## config.mk

```make
export PLATFORM = sky130hd
export DESIGN_NAME = qam_rx_decimator
export DESIGN_NICKNAME = d
export VERILOG_FILES = /design/src/rtl/qam_rx_pkg.sv /design/src/rtl/qam_slicer.sv /design/src/rtl/qam_rx_decimator.sv
export SDC_FILE = /design/constraint.sdc
export NUM_CORES = 1
export LEC_CHECK = 0
export CAP_MARGIN = 10
export CORE_UTILIZATION = 40
export DETAILED_ROUTE_END_ITERATION = 10
export DONT_BUFFER_PORTS = 1
export HOLD_SLACK_MARGIN = 0.12
export PLACE_DENSITY_LB_ADDON = 0.1
export SYNTH_ARGS = -nofsm -noshare
export SYNTH_HDL_FRONTEND = slang
export SYNTH_SLANG_ARGS = --single-unit
```

## constraint.sdc

```tcl
create_clock -name clk -period 2.7 [get_ports clk]
set_input_delay 0.27 -clock clk [delete_from_list [all_inputs] [get_ports clk]]
set_output_delay 0.27 -clock clk [all_outputs]
set_load 0.005 [all_outputs]
```

## src/rtl/qam_rx_pkg.sv

```systemverilog
// qam_rx_pkg: shared types, Gray level codes and slicer helpers for the QAM receive decimator.
package qam_rx_pkg;

    typedef enum logic {IDLE = 1'b0, RUN = 1'b1} state_t;

    localparam logic [1:0] LVL_N3 = 2'b00;
    localparam logic [1:0] LVL_N1 = 2'b01;
    localparam logic [1:0] LVL_P1 = 2'b11;
    localparam logic [1:0] LVL_P3 = 2'b10;

    // Decision boundary between the A and 3A levels after integrating UPS samples
    function automatic int slice_thresh(input int amp, input int ups);
        return 2 * amp * ups;
    endfunction

    function automatic logic [1:0] slice_rail(input int acc, input int t);
        return acc >= t ? LVL_P3 : acc >= 0 ? LVL_P1 : acc >= -t ? LVL_N1 : LVL_N3;
    endfunction

endpackage

```

## src/rtl/qam_slicer.sv

```systemverilog
// qam_slicer: maps integrated I/Q sums to a 4-bit Gray-coded 16-QAM decision.
module qam_slicer
    import qam_rx_pkg::*;
#(
    parameter int ACC_W = 12,
    parameter int AMP   = 64,
    parameter int UPS   = 4
) (
    input  logic signed [ACC_W-1:0] acc_i,
    input  logic signed [ACC_W-1:0] acc_q,
    output logic        [3:0]       decision
);

    localparam int T = slice_thresh(AMP, UPS);

    always_comb decision = {slice_rail(int'(acc_i), T), slice_rail(int'(acc_q), T)};

endmodule

```

## src/rtl/qam_rx_decimator.sv

```systemverilog
// qam_rx_decimator: integrate-and-dump matched filter, decimation by UPS and 16-QAM slicing.
module qam_rx_decimator
    import qam_rx_pkg::*;
#(
    parameter int UPS = 4,
    parameter int AMP = 64
) (
    input  logic        clk,
    input  logic        rst,
    input  logic        in_valid,
    input  logic        sync,
    input  logic [9:0]  I_in,
    input  logic [9:0]  Q_in,
    output logic [3:0]  data_out,
    output logic        out_valid,
    output logic [11:0] sym_count,
    output logic [11:0] spi_data_out
);

    localparam int PW    = $clog2(UPS);
    localparam int ACC_W = 10 + PW;

    state_t                  state, state_nx;
    logic signed [ACC_W-1:0] acc_i, acc_q, acc_i_nx, acc_q_nx;
    logic signed [ACC_W-1:0] smp_i, smp_q, sum_i, sum_q;
    logic        [PW-1:0]    phase, phase_nx;
    logic                    overrun, overrun_nx;
    logic                    last, dump;
    logic        [3:0]       decision;

    always_comb begin
        smp_i      = {{PW{I_in[9]}}, I_in};
        smp_q      = {{PW{Q_in[9]}}, Q_in};
        sum_i      = acc_i + smp_i;
        sum_q      = acc_q + smp_q;
        last       = phase == PW'(UPS - 1);
        state_nx   = state;
        acc_i_nx   = acc_i;
        acc_q_nx   = acc_q;
        phase_nx   = phase;
        overrun_nx = overrun;
        dump       = 1'b0;
        // A sync at phase 0 loads into an empty accumulator, so only a mid-symbol sync is an overrun
        if (in_valid && sync) begin
            state_nx   = RUN;
            acc_i_nx   = smp_i;
            acc_q_nx   = smp_q;
            phase_nx   = PW'(1);
            overrun_nx = overrun || (state == RUN && phase != '0);
        end else if (in_valid && state == RUN) begin
            dump     = last;
            acc_i_nx = last ? '0 : sum_i;
            acc_q_nx = last ? '0 : sum_q;
            phase_nx = phase + 1'b1;
        end
    end

    qam_slicer #(.ACC_W(ACC_W), .AMP(AMP), .UPS(UPS)) u_slicer (
        .acc_i    (sum_i),
        .acc_q    (sum_q),
        .decision (decision)
    );

    always_ff @(posedge clk or negedge rst) begin
        if (!rst) begin
            state     <= IDLE;
            acc_i     <= '0;
            acc_q     <= '0;
            phase     <= '0;
            overrun   <= 1'b0;
            out_valid <= 1'b0;
            data_out  <= '0;
            sym_count <= '0;
        end else begin
            state     <= state_nx;
            acc_i     <= acc_i_nx;
            acc_q     <= acc_q_nx;
            phase     <= phase_nx;
            overrun   <= overrun_nx;
            out_valid <= dump;
            if (dump) begin
                data_out  <= decision;
                sym_count <= sym_count + 1'b1;
            end
        end
    end

    assign spi_data_out = {state == RUN, overrun, 2'b00, data_out, 4'b0000};

endmodule

```

# Word level (Yosys, flattened, before mapping)
# Index checks and enable logic that the tools add are counted.
[totals] register_bits=45 in_bits=24 output_inout_bits=29 elab_cells=41
[op_classes] add_sub_neg=4 order_cmp=6 n_eq_ne=1 n_mux=16 n_reduce_logical=6
[ops] operator="$mux 12" count=6
[ops] operator="$add 12x10->12" count=2
[ops] operator="$ge 12x1->1 const B" count=2
[ops] operator="$ge 12x10->1 const B" count=2
[ops] operator="$ge 12x11->1 const B" count=2
[ops] operator="$add 12x1->12 const B" count=1
[ops] operator="$mux 2" count=6
[ops] operator="$mux 1" count=4
[ops] operator="$reduce_bool 2->1" count=2
[ops] operator="$logic_and 1x1->1" count=3
[ops] operator="$add 2x1->2 const B" count=1
[ops] operator="$eq 2x2->1 const B" count=1
[ops] operator="$logic_or 1x1->1" count=1

# Longest topological paths before layout
# Gate-level depths: netlist of the first run.
[logic_depth] ltp_word=5 ltp_mapped=9 mapped_depth_nobuf=9

# Hierarchy
# From an unflattened synthesis of the first run, not the netlist that was laid out.
[unflattened] cells_unflattened=292 area_unflattened_um2=2924.1
[modules_own_cells] mod="qam_rx_decimator" n_inst=1 cells_each=284 area_per_inst_um2=2886.5 seq_area_each_um2=1126.1
[modules_own_cells] mod="qam_slicer" n_inst=1 cells_each=8 area_per_inst_um2=37.5 seq_area_each_um2=0.0

# Least setup slack after synthesis of the first run
# Ideal clock, no wire load.
[synth_timing] kind="register to register" from="reg acc_i[0]" to="reg data_out[2]" setup_time_ns=0.082 t_arrival_ns=2.279 t_required_ns=2.618 path_slack_ns=0.339 stages_incl_launch_ff=10 path_buffers=0 period_less_slack_ns=2.361 path_cell_list="dfrtp_1 > ha_1 > fa_1 > a21oi_1 > o211ai_1 > a21oi_1 > o31ai_1 > xor2_1 > or3_1 > a31oi_1"
[synth_between] elab_chain_len=5 elab_cells_between_ends=7 classes_between="add/sub: 1; order compare: 3; mux: 3"
[synth_lines] element="start, declared" line_no="qam_rx_decimator.sv:24" source="logic signed [ACC_W-1:0] acc_i, acc_q, acc_i_nx, acc_q_nx;"
[synth_lines] element="start signal, assigned" line_no="qam_rx_decimator.sv:76" source="acc_i <= acc_i_nx;"
[synth_lines] element="$add 12x10->12 *" line_no="qam_rx_decimator.sv:34" source="sum_i = acc_i + smp_i;"
[synth_lines] element="$ge 12x10->1" line_no="qam_rx_pkg.sv:17" source="return acc >= t ? LVL_P3 : acc >= 0 ? LVL_P1 : acc >= -t ? LVL_N1 : LVL_N3;"
[synth_lines] element="$mux 1" line_no="qam_rx_pkg.sv:17"
[synth_lines] element="$mux 2" line_no="qam_rx_pkg.sv:17"
[synth_lines] element="$mux 2 *" line_no="qam_rx_pkg.sv:17"
[synth_lines] element="end signal, assigned" line_no="qam_rx_decimator.sv:82" source="data_out <= decision;"
[synth_lines] element="end, declared" line_no="qam_rx_decimator.sv:14" source="output logic [3:0] data_out,"
# Every way passes the cells marked *; elsewhere a longest branch is shown, timed or not.
# A chain may end at the register's enable or synchronous reset.

# Worst setup path after layout of the first run
# Same ends and word-level chain as after synthesis.

==> impl_metrics.yaml, run 1 <==
outcome:
  outcome: "completed"
routing:
  vias: 2473
  drt_first_pass_iters: 5
  wire_per_inst_um: 15.33
  via_per_inst: 5.459
  ant_nets: 0
  drt_iter0_drc: 124
  drc: 0
  wl_um: 6946
clock_tree:
  numCtsBuffers: 5
  clock_sinks: 45
  clkTransAtPathRegs_ns: 0.09
  cts_buffer_depth: 2
  ctsHtreeMaxLevel: 2
  insertion_delay_ns: 0.30
  postCtsSetupBuffers: 0
  ctsRootBufferMaster: "clkbuf_8"
  cts_tree: "done"
placed_design:
  hpwl_um: 4960
  dp_slack_ns: 0.1520
  numPortBuffers: 0
  gp_congestion: 0.7740
  place_area_um2: 3162
floorplan:
  initial_core_util_pct: 42.16
  die_x_um: 90.13
  die_area_um2: 8123
  die_y_um: 90.13
  num_io_pins: 53
  core_area_um2: 7370
  row_count: 31
timing:
  setup_viol: 0
  worst_hold_slack_ns: 0.1314
  slew-limit-headroom_pct: 58.14
  finClkSkew_ns: 0.006244
  period_share_pct: 93.24
  rsz0062_at_grt: "no"
  hold_violations: 0
  max_freq_mhz: 397.2
  tightest_slew_ns: 0.6256
  worst_slack_ns: 0.1824
  finalSetupTns_ns: 0
  finalMaxSlewViolations: 0
  fin_crit_ns: 2.518
finish:
  drive_above_1_share_pct: 6.780
  fin_nets: 404
  final_area_um2: 3440
  syn2layout_area_growth_pct: 10.71
  diodes: 0
  fin_util_pct: 46.67
  fill_cells: 697
job:
  cap_violations: 0
synth:
  synth_area_leaders: "dfrtp_1 (36%), ha_1 (10%), xnor2_1 (5.1%)"
  async_reset_ff_share_pct: 100.0
  synth-main-ff-cell: "dfrtp_1"
  yosysWarnings: 0
  seq_area_frac_synth_pct: 36.25
  synth.distinct_cells: 52
  yosysMostFrequentCell: "dfrtp_1"
  synth_common_cells: "dfrtp_1 (45), nor2_1 (36), ha_1 (25), nand2_1 (24), a21oi_1 (23)"
  synth_cells: 341
  synth_top_cell_by_area: "dfrtp_1"
  synth_edf_count: 0
  synth-seq-cells: 45
  syn_area_um2: 3107
  syn_avg_cell_area_um2: 9.111
  yosysTopAreaCellShare_pct: 36.25
setup_path:
  path_class: "flop to flop"
  cp-startpoint: "acc_i[0]"
  crit_required_ns: 2.93
  start_kind: "flop"
  rr_startpoint: "acc_i[0]"
  worstPathMaxFanout: 3
  r2r_cells: 9
  r2r_setup_slack_ns: 0.18
  cp-end-kind: "flop"
  r2r_end: "data_out[2]"
  cp.arrival_ns: 2.74
grt:
  grt_pass1_wl_um: 11900
  grt_overflow: 0
  grtUsageTotal_pct: 18.15
  grt_max_degree: 46
  antenna_found_initial: 0
  grt_pass1_vias: 2426
worst_hold_path:
  hold_class: "input port to flop"
  hold_path_depth: 2
  min_from: "I_in[7]"
  worstHoldEndpoint: "acc_i[7]"
pwr:
  powerDensity_nw_per_um2: 806.3
  ir_drop_mv: 0.3185
  p_leak_nw: 1.486
-- how the worst max path moves through the flow --
stage / endpoint / slack, ns / cells after the start
floorplan: data_out[2] / 0.34 / 9
finish: data_out[2] / 0.18 / 9
CTS: data_out[0] / 0.14 / 9
detailed placement: data_out[0] / 0.15 / 9
global placement: acc_q[10] / 0.25 / 9
global route: data_out[2] / 0.008 / 9
-- registers in the layout, indices dropped and copies added (netlist names) --
register / flops
acc_i: 12
sym_count: 12
out_valid: 1
data_out: 4
state: 1
overrun: 1
phase: 2
acc_q: 12
-- layout by cell type, fill, tap and decap left out, types with 4 or more instances in the layout --
cell / count
a211oi_1: 4
clkbuf_8: 5
buf_4: 6
nor2_1: 36
nand3_1: 8
nand4_1: 5
o21ai_0: 22
xor2_1: 13
dlygate4sd3_1: 15
dfrtp_1: 45
nor3_1: 7
ha_1: 25
a21o_1: 4
conb_1: 6
a221oi_1: 6
xnor2_1: 18
nand2_1: 24
a21oi_1: 23
a22oi_1: 12
nor3b_1: 4
inv_1: 10
-- repair_timing --
action / 4_1_cts / 5_1_grt
endpoints found under the hold margin: 58 / 1
hold buffers: 15 / 1
gates resized for setup: 0 / 1
endpoints found under the setup margin: 0 / 2
-- per-layer routing --
metal | global-route usage, % | up-vias | routed length (um) | share of wire [%]
met2 | 28.18 | 60 | 2974 | 43
met4 | 4.435 | 0 | 46 | 0.66
met3 | 4.315 | 4 | 371 | 5.3
met5 | 0 | - | 0 | 0
li1 | - | 1254 | - | -
met1 | 25.39 | 1155 | 3553 | 51
-- worst max-delay path: stages (launching register included) --
cell	delay [ns]
dfrtp_1	0.40
ha_1	0.23
fa_1	0.41
a21oi_1	0.27
o211ai_1	0.14
a21oi_1	0.20
o31ai_1	0.10
xor2_1	0.18
or3_1	0.36
a31oi_1	0.16
-- per-stage QoR --
| step | std cells | total power [mW] |
|---|---|---|
| finish | 453 | 2.773 |
| floorplan | 346 | 2.079 |
| detailed placement | 429 | 2.296 |
| global placement | 429 | 2.276 |
| global route | 453 | 3.040 |
| CTS | 452 | 2.798 |
-- area by class of cell --
| type | count | area, um^2 | share of cell area (%) |
|---|---|---|---|
| clock inverters | 3 | 25.02 | 0.7275 |
| inverters | 10 | 37.54 | 1.091 |
| clock buffers | 5 | 68.82 | 2.001 |
| repair buffers | 22 | 222.7 | 6.475 |
| multi-input cells | 269 | 1836 | 53.36 |
| flip-flops and latches | 45 | 1126 | 32.74 |
| well taps | 99 | 123.9 | 3.601 |
-- cell families after synthesis --
group                    synth area share, %
adder cells (fa/ha/maj)                11.36
AND/OR/NAND/NOR                        15.87
AO/OA/AOI/OAI                          21.47
other                                 0.1207
flip-flops                             36.25
buffers and inverters                  5.477
XOR/XNOR                               8.739
multiplexers                          0.7249
-- power by group --
group	switching, mW	internal (mW)	leakage [nW]
clock network	0.256	0.187	0.0447
logic	0.732	0.604	0.892
registers	0.151	0.842	0.550
total	1.14	1.63	1.49
No activity file was read; power rests on OpenSTA's default activity.
==> inputs of run 2 (changes only) <==
==> constraint.sdc (replaced) <==
create_clock -name clk -period 3.13 [get_ports clk]
set_input_delay 0.313 -clock clk [delete_from_list [all_inputs] [get_ports clk]]
set_output_delay 0.313 -clock clk [all_outputs]
set_load 0.005 [all_outputs]
==> impl_metrics.yaml, run 2 (synthesized netlist as in run 1, its figures left out) <==
outcome:
  outcome: "completed"
floorplan:
  die_y_um: 90.13
  initial_core_util_pct: 42.16
  num_io_pins: 53
  core_area_um2: 7370
  die_area_um2: 8123
  die_x_um: 90.13
  row_count: 31
grt:
  grt_pass1_wl_um: 11770
  grtUsageTotal_pct: 18.01
  antenna_found_initial: 0
  grt_overflow: 0
  grt_max_degree: 46
  grt_pass1_vias: 2333
clock_tree:
  insertion_delay_ns: 0.30
  ctsRootBufferMaster: "clkbuf_8"
  cts_tree: "done"
  clock_sinks: 45
  clkTransAtPathRegs_ns: 0.10
  numCtsBuffers: 5
  cts_buffer_depth: 2
  postCtsSetupBuffers: 0
  ctsHtreeMaxLevel: 2
pwr:
  p_int_mw: 1.387
  switching_share_pct: 41.37
  p_seq_share_pct: 36.2
  p_comb_share_pct: 47.7
  clkPwrFrac_pct: 16.1
  ir_drop_mv: 0.3195
  finalPower_mw: 2.366
  powerDensity_nw_per_um2: 720.3
  p_leak_nw: 1.422
  p_sw_mw: 0.9788
setup_path:
  worst_path_dominant_cell_family: "compound AO/OA/AOI/OAI gates"
  path_buf_inv: 0
  worstPathMaxFanout: 3
  path_cells: "ha_1 > fa_1 > a21oi_1 > o211ai_1 > a21oi_1 > o31ai_1 > xor2_1 > or3_1 > a31oi_1"
  path_class: "flop to flop"
  cp.arrival_ns: 2.82
  cp-end-kind: "flop"
  critPathSlowestCell: "fa_1"
  slowest_delay_ns: 0.41
  crit_required_ns: 3.37
  start_kind: "flop"
  cpMostUsedCell: "a21oi_1"
timing:
  finClkSkew_ns: 0.008463
  max_freq_mhz: 386.7
  hold_violations: 0
  slew-limit-headroom_pct: 61.17
  fin_crit_ns: 2.586
  finalSetupTns_ns: 0
  finalMaxSlewViolations: 0
  period_share_pct: 82.61
  tightest_slew_ns: 0.5803
  worst_slack_ns: 0.5442
  rsz0062_at_grt: "no"
  worst_hold_slack_ns: 0.1272
  setup_viol: 0
routing:
  wl_met3_um: 326
  wirelength_met1_um: 3493
  via_per_inst: 5.589
  drc: 0
  wl_met2_um: 3089
  vias: 2448
  drt_first_pass_iters: 4
  ant_nets: 0
  top_layer: "met4"
  wl_um: 6978
  drt_iter0_drc: 113
  wire_per_inst_um: 15.93
finish:
  final_common_cell: "dfrtp_1"
  fin_nets: 389
  final_cell_mix: "dfrtp_1 (45), nor2_1 (36), ha_1 (25), nand2_1 (24), a21oi_1 (23)"
  diodes: 0
  syn2layout_area_growth_pct: 5.719
  reg_top3: "acc_i x12, acc_q x12, sym_count x12"
  drive_above_1_share_pct: 6.195
  layout.cells.non_filler: 438
placed_design:
  gp_congestion: 0.7943
  dp_slack_ns: 0.5715
  hpwl_um: 5054
  dp.cells: 427
  numPortBuffers: 0
job:
  cap_violations: 0
worst_hold_path:
  hold_class: "input port to flop"
==> run 2: cell count changes in the layout (fill, tap and decap cells not counted), sizes merged <==
cell,change
dlygate4sd3,-13
buf,-2
==> run 2: worst reg2reg max path: cells and delay by family, from the launching register on <==
family                     cells  cell delay (ns)
AOI/OAI and AO/OA              5             0.95
adders and majority gates      2             0.64
DFF                            1             0.39
and+or+nand+nor                1             0.36
xor gates and xnor gates       1             0.17
==> run 2: worst paths after layout <==
check                      depth (start not counted)           to  slack (ns)     start
max reg2reg                                        9  data_out[2]        0.54  acc_i[0]
min reg2reg                                        1      overrun        0.50   overrun
max in group asynchronous                          2     acc_q[1]        2.37       rst
max                                                9  data_out[2]        0.54  acc_i[0]
min in group asynchronous                          2    out_valid        0.52       rst
min                                                2     acc_i[1]        0.13   I_in[1]
==> run 2: power by group through the flow <==
stage	clock network, mW	registers, mW	logic [mW]
3_5_place_dp	0	0.869	1.10
3_3_place_gp	0	0.864	1.09
2_1_floorplan	0	0.831	0.962
5_1_grt	0.418	0.879	1.27
6_report	0.381	0.855	1.13
4_1_cts	0.402	0.857	1.13
==> run 2: area by class of cell <==
class	instances	area, um^2
repair buffers	7	77.57
inverters	10	37.54
flip-flops and latches	45	1126
multi-input cells	269	1829
well taps	99	123.9
clock buffers	5	68.82
clock inverters	3	21.27
fillers	741	4085
==> run 2: timing repair <==
action                                 4_1_cts  5_1_grt
endpoints found under the hold margin       46        0
resized for setup                            0        0
hold buffers                                 3        0
==> run 2: routing by layer <==
| metal | vias to the layer above | track usage [%] |
|---|---|---|
| met5 | - | 0 |
| met4 | 0 | 4.435 |
| met3 | 7 | 4.061 |
| met2 | 44 | 28.44 |
| met1 | 1174 | 24.92 |
| li1 | 1223 | - |
==> run 2: per-stage QoR <==
stage | area [um^2] | util, %
2_1_floorplan | 3126 | -
3_3_place_gp | 3147 | 42.70
3_5_place_dp | 3147 | 42.70
4_1_cts | 3284 | 44.57
5_1_grt | 3284 | 44.57
6_report | 3284 | 44.57
==> inputs of run 3 (changes only) <==
==> constraint.sdc (replaced) <==
create_clock -name clk -period 2.2 [get_ports clk]
set_input_delay 0.22 -clock clk [delete_from_list [all_inputs] [get_ports clk]]
set_output_delay 0.22 -clock clk [all_outputs]
set_load 0.005 [all_outputs]
==> impl_metrics.yaml, run 3 (synthesized netlist as in run 1, its figures left out) <==
clock_tree:
  insertion_delay_ns: 0.31
  cts_buffer_depth: 2
  ctsHtreeMaxLevel: 2
  ctsRootBufferMaster: "clkbuf_8"
  clkTransAtPathRegs_ns: 0.11
  cts_tree: "done"
  numCtsBuffers: 5
  clock_sinks: 45
grt:
  antenna_found_initial: 0
  grtUsageTotal_pct: 18.79
  grt_pass1_wl_um: 12300
  grt_overflow: 0
  grt_pass1_vias: 2539
  grt_max_degree: 46
placed_design:
  hpwl_um: 5110
  numPortBuffers: 0
  gp_congestion: 0.7758
pwr:
  p_seq_share_pct: 31.4
  p_leak_nw: 1.651
  powerDensity_nw_per_um2: 995.8
  ir_drop_mv: 0.4445
  switching_share_pct: 40.68
  p_comb_share_pct: 54.3
  p_sw_mw: 1.605
  p_int_mw: 2.340
  finalPower_mw: 3.945
  clkPwrFrac_pct: 14.3
floorplan:
  core_area_um2: 7370
  die_area_um2: 8123
  row_count: 31
  num_io_pins: 53
  die_x_um: 90.13
  initial_core_util_pct: 42.16
  die_y_um: 90.13
worst_hold_path:
  hold_class: "input port to flop"
finish:
  reg_top3: "acc_i x12, acc_q x12, sym_count x12"
  fin_util_pct: 53.75
  fill_cells: 670
  syn2layout_area_growth_pct: 27.51
  drive_above_1_share_pct: 20.57
  final_cell_mix: "dfrtp_1 (45), nor2_1 (36), buf_4 (27), nand2_1 (24), dlygate4sd3_1 (23)"
  regArea_um2: 1126
  multiInputGateArea_um2: 2108
  diodes: 0
  final_common_cell: "dfrtp_1"
  fin_nets: 434
setup_path:
  path_class: "flop to flop"
  critPathSlowestCell: "dfrtp_1"
  slowest_delay_ns: 0.42
  cp-end-kind: "flop"
  crit_required_ns: 2.41
  cp.arrival_ns: 2.51
  worstPathMaxFanout: 5
  start_kind: "flop"
  path_cells: "ha_4 > fa_2 > a21oi_2 > o22ai_2 > nor4_4 > o21ai_2 > xor2_1 > a221oi_2 > nor2_1"
timing:
  slew-limit-headroom_pct: 51.65
  setup_viol: 3
  worst_slack_ns: -0.1015
  fin_crit_ns: 2.302
  rsz0062_at_grt: "yes"
  finalMaxSlewViolations: 0
  finClkSkew_ns: 0.01609
  period_share_pct: 104.6
  max_freq_mhz: 434.5
  hold_violations: 0
  tightest_slew_ns: 0.7225
  worst_hold_slack_ns: 0.1446
outcome:
  outcome: "finished with violations"
  violations: "negative setup slack"
routing:
  via_per_inst: 5.385
  wl_um: 7675
  ant_nets: 0
  drc: 0
  drt_iter0_drc: 123
  drt_first_pass_iters: 4
  vias: 2601
  wire_per_inst_um: 15.89
job:
  cap_violations: 0
## run 3: worst paths after layout
kind | from | to | slack, ns | cells past startpoint
setup / recovery | acc_q[0] | acc_q[10] | -0.10 | 9
hold / removal | I_in[9] | acc_i[11] | 0.14 | 2
setup reg to reg | acc_q[0] | acc_q[10] | -0.10 | 9
hold reg to reg | sym_count[11] | sym_count[11] | 0.49 | 1
max in group asynchronous | rst | acc_i[8] | 1.54 | 2
min in group asynchronous | rst | acc_q[11] | 0.45 | 2
## run 3: power groups by stage
stage | clock network (mW) | registers, mW | logic, mW
after floorplan | 0 | 1.18 | 1.39
after global placement | 0 | 1.23 | 1.73
after detailed placement | 0 | 1.23 | 1.75
after CTS | 0.588 | 1.21 | 1.87
after global routing | 0.605 | 1.27 | 2.40
final | 0.564 | 1.24 | 2.14
## run 3: stage by stage
step                setup slack [ns]  TNS [ns]  area (um^2)  std cells
global placement             -0.1780   -0.4329         3316        447
floorplan                   -0.03174  -0.04962         3144        346
detailed placement           -0.2739   -0.6823         3316        447
CTS                         -0.08595   -0.1071         3707        480
finish                       -0.1015   -0.2450         3961        483
global route                 -0.2175   -0.7999         3961        483
## run 3: timing repair
action                                 4_1_cts  5_1_grt
resized for setup                            9       28
buffers inserted                             2        4
endpoints found under the hold margin       70        0
setup endpoints to repair                    6        9
hold buffers                                24        0
pin swaps                                    8       22
## run 3: worst max-delay path: cells and delay by family (launching register included)
kind,cells,cell delay [ns]
and+or+nand+nor,2,0.39
AOI/OAI and AO/OA,4,0.69
xor gates and xnor gates,1,0.17
DFF,1,0.42
adders and majority gates,2,0.54
## run 3: cell type report
type,count,area share [%]
Sequential cell,45,28.43
Multi-Input combinational cell,269,53.22
Clock inverter,3,0.6317
Inverter,10,0.9476
Tap cell,99,3.127
Clock buffer,5,1.737
Timing Repair Buffer,52,11.91
## run 3: layer usage
metal | GRT usage (%) | part of all wire, %
met2 | 29.13 | 45
met4 | 4.032 | 0.77
met3 | 3.723 | 4.5
met1 | 27.01 | 50
met5 | 0 | 0
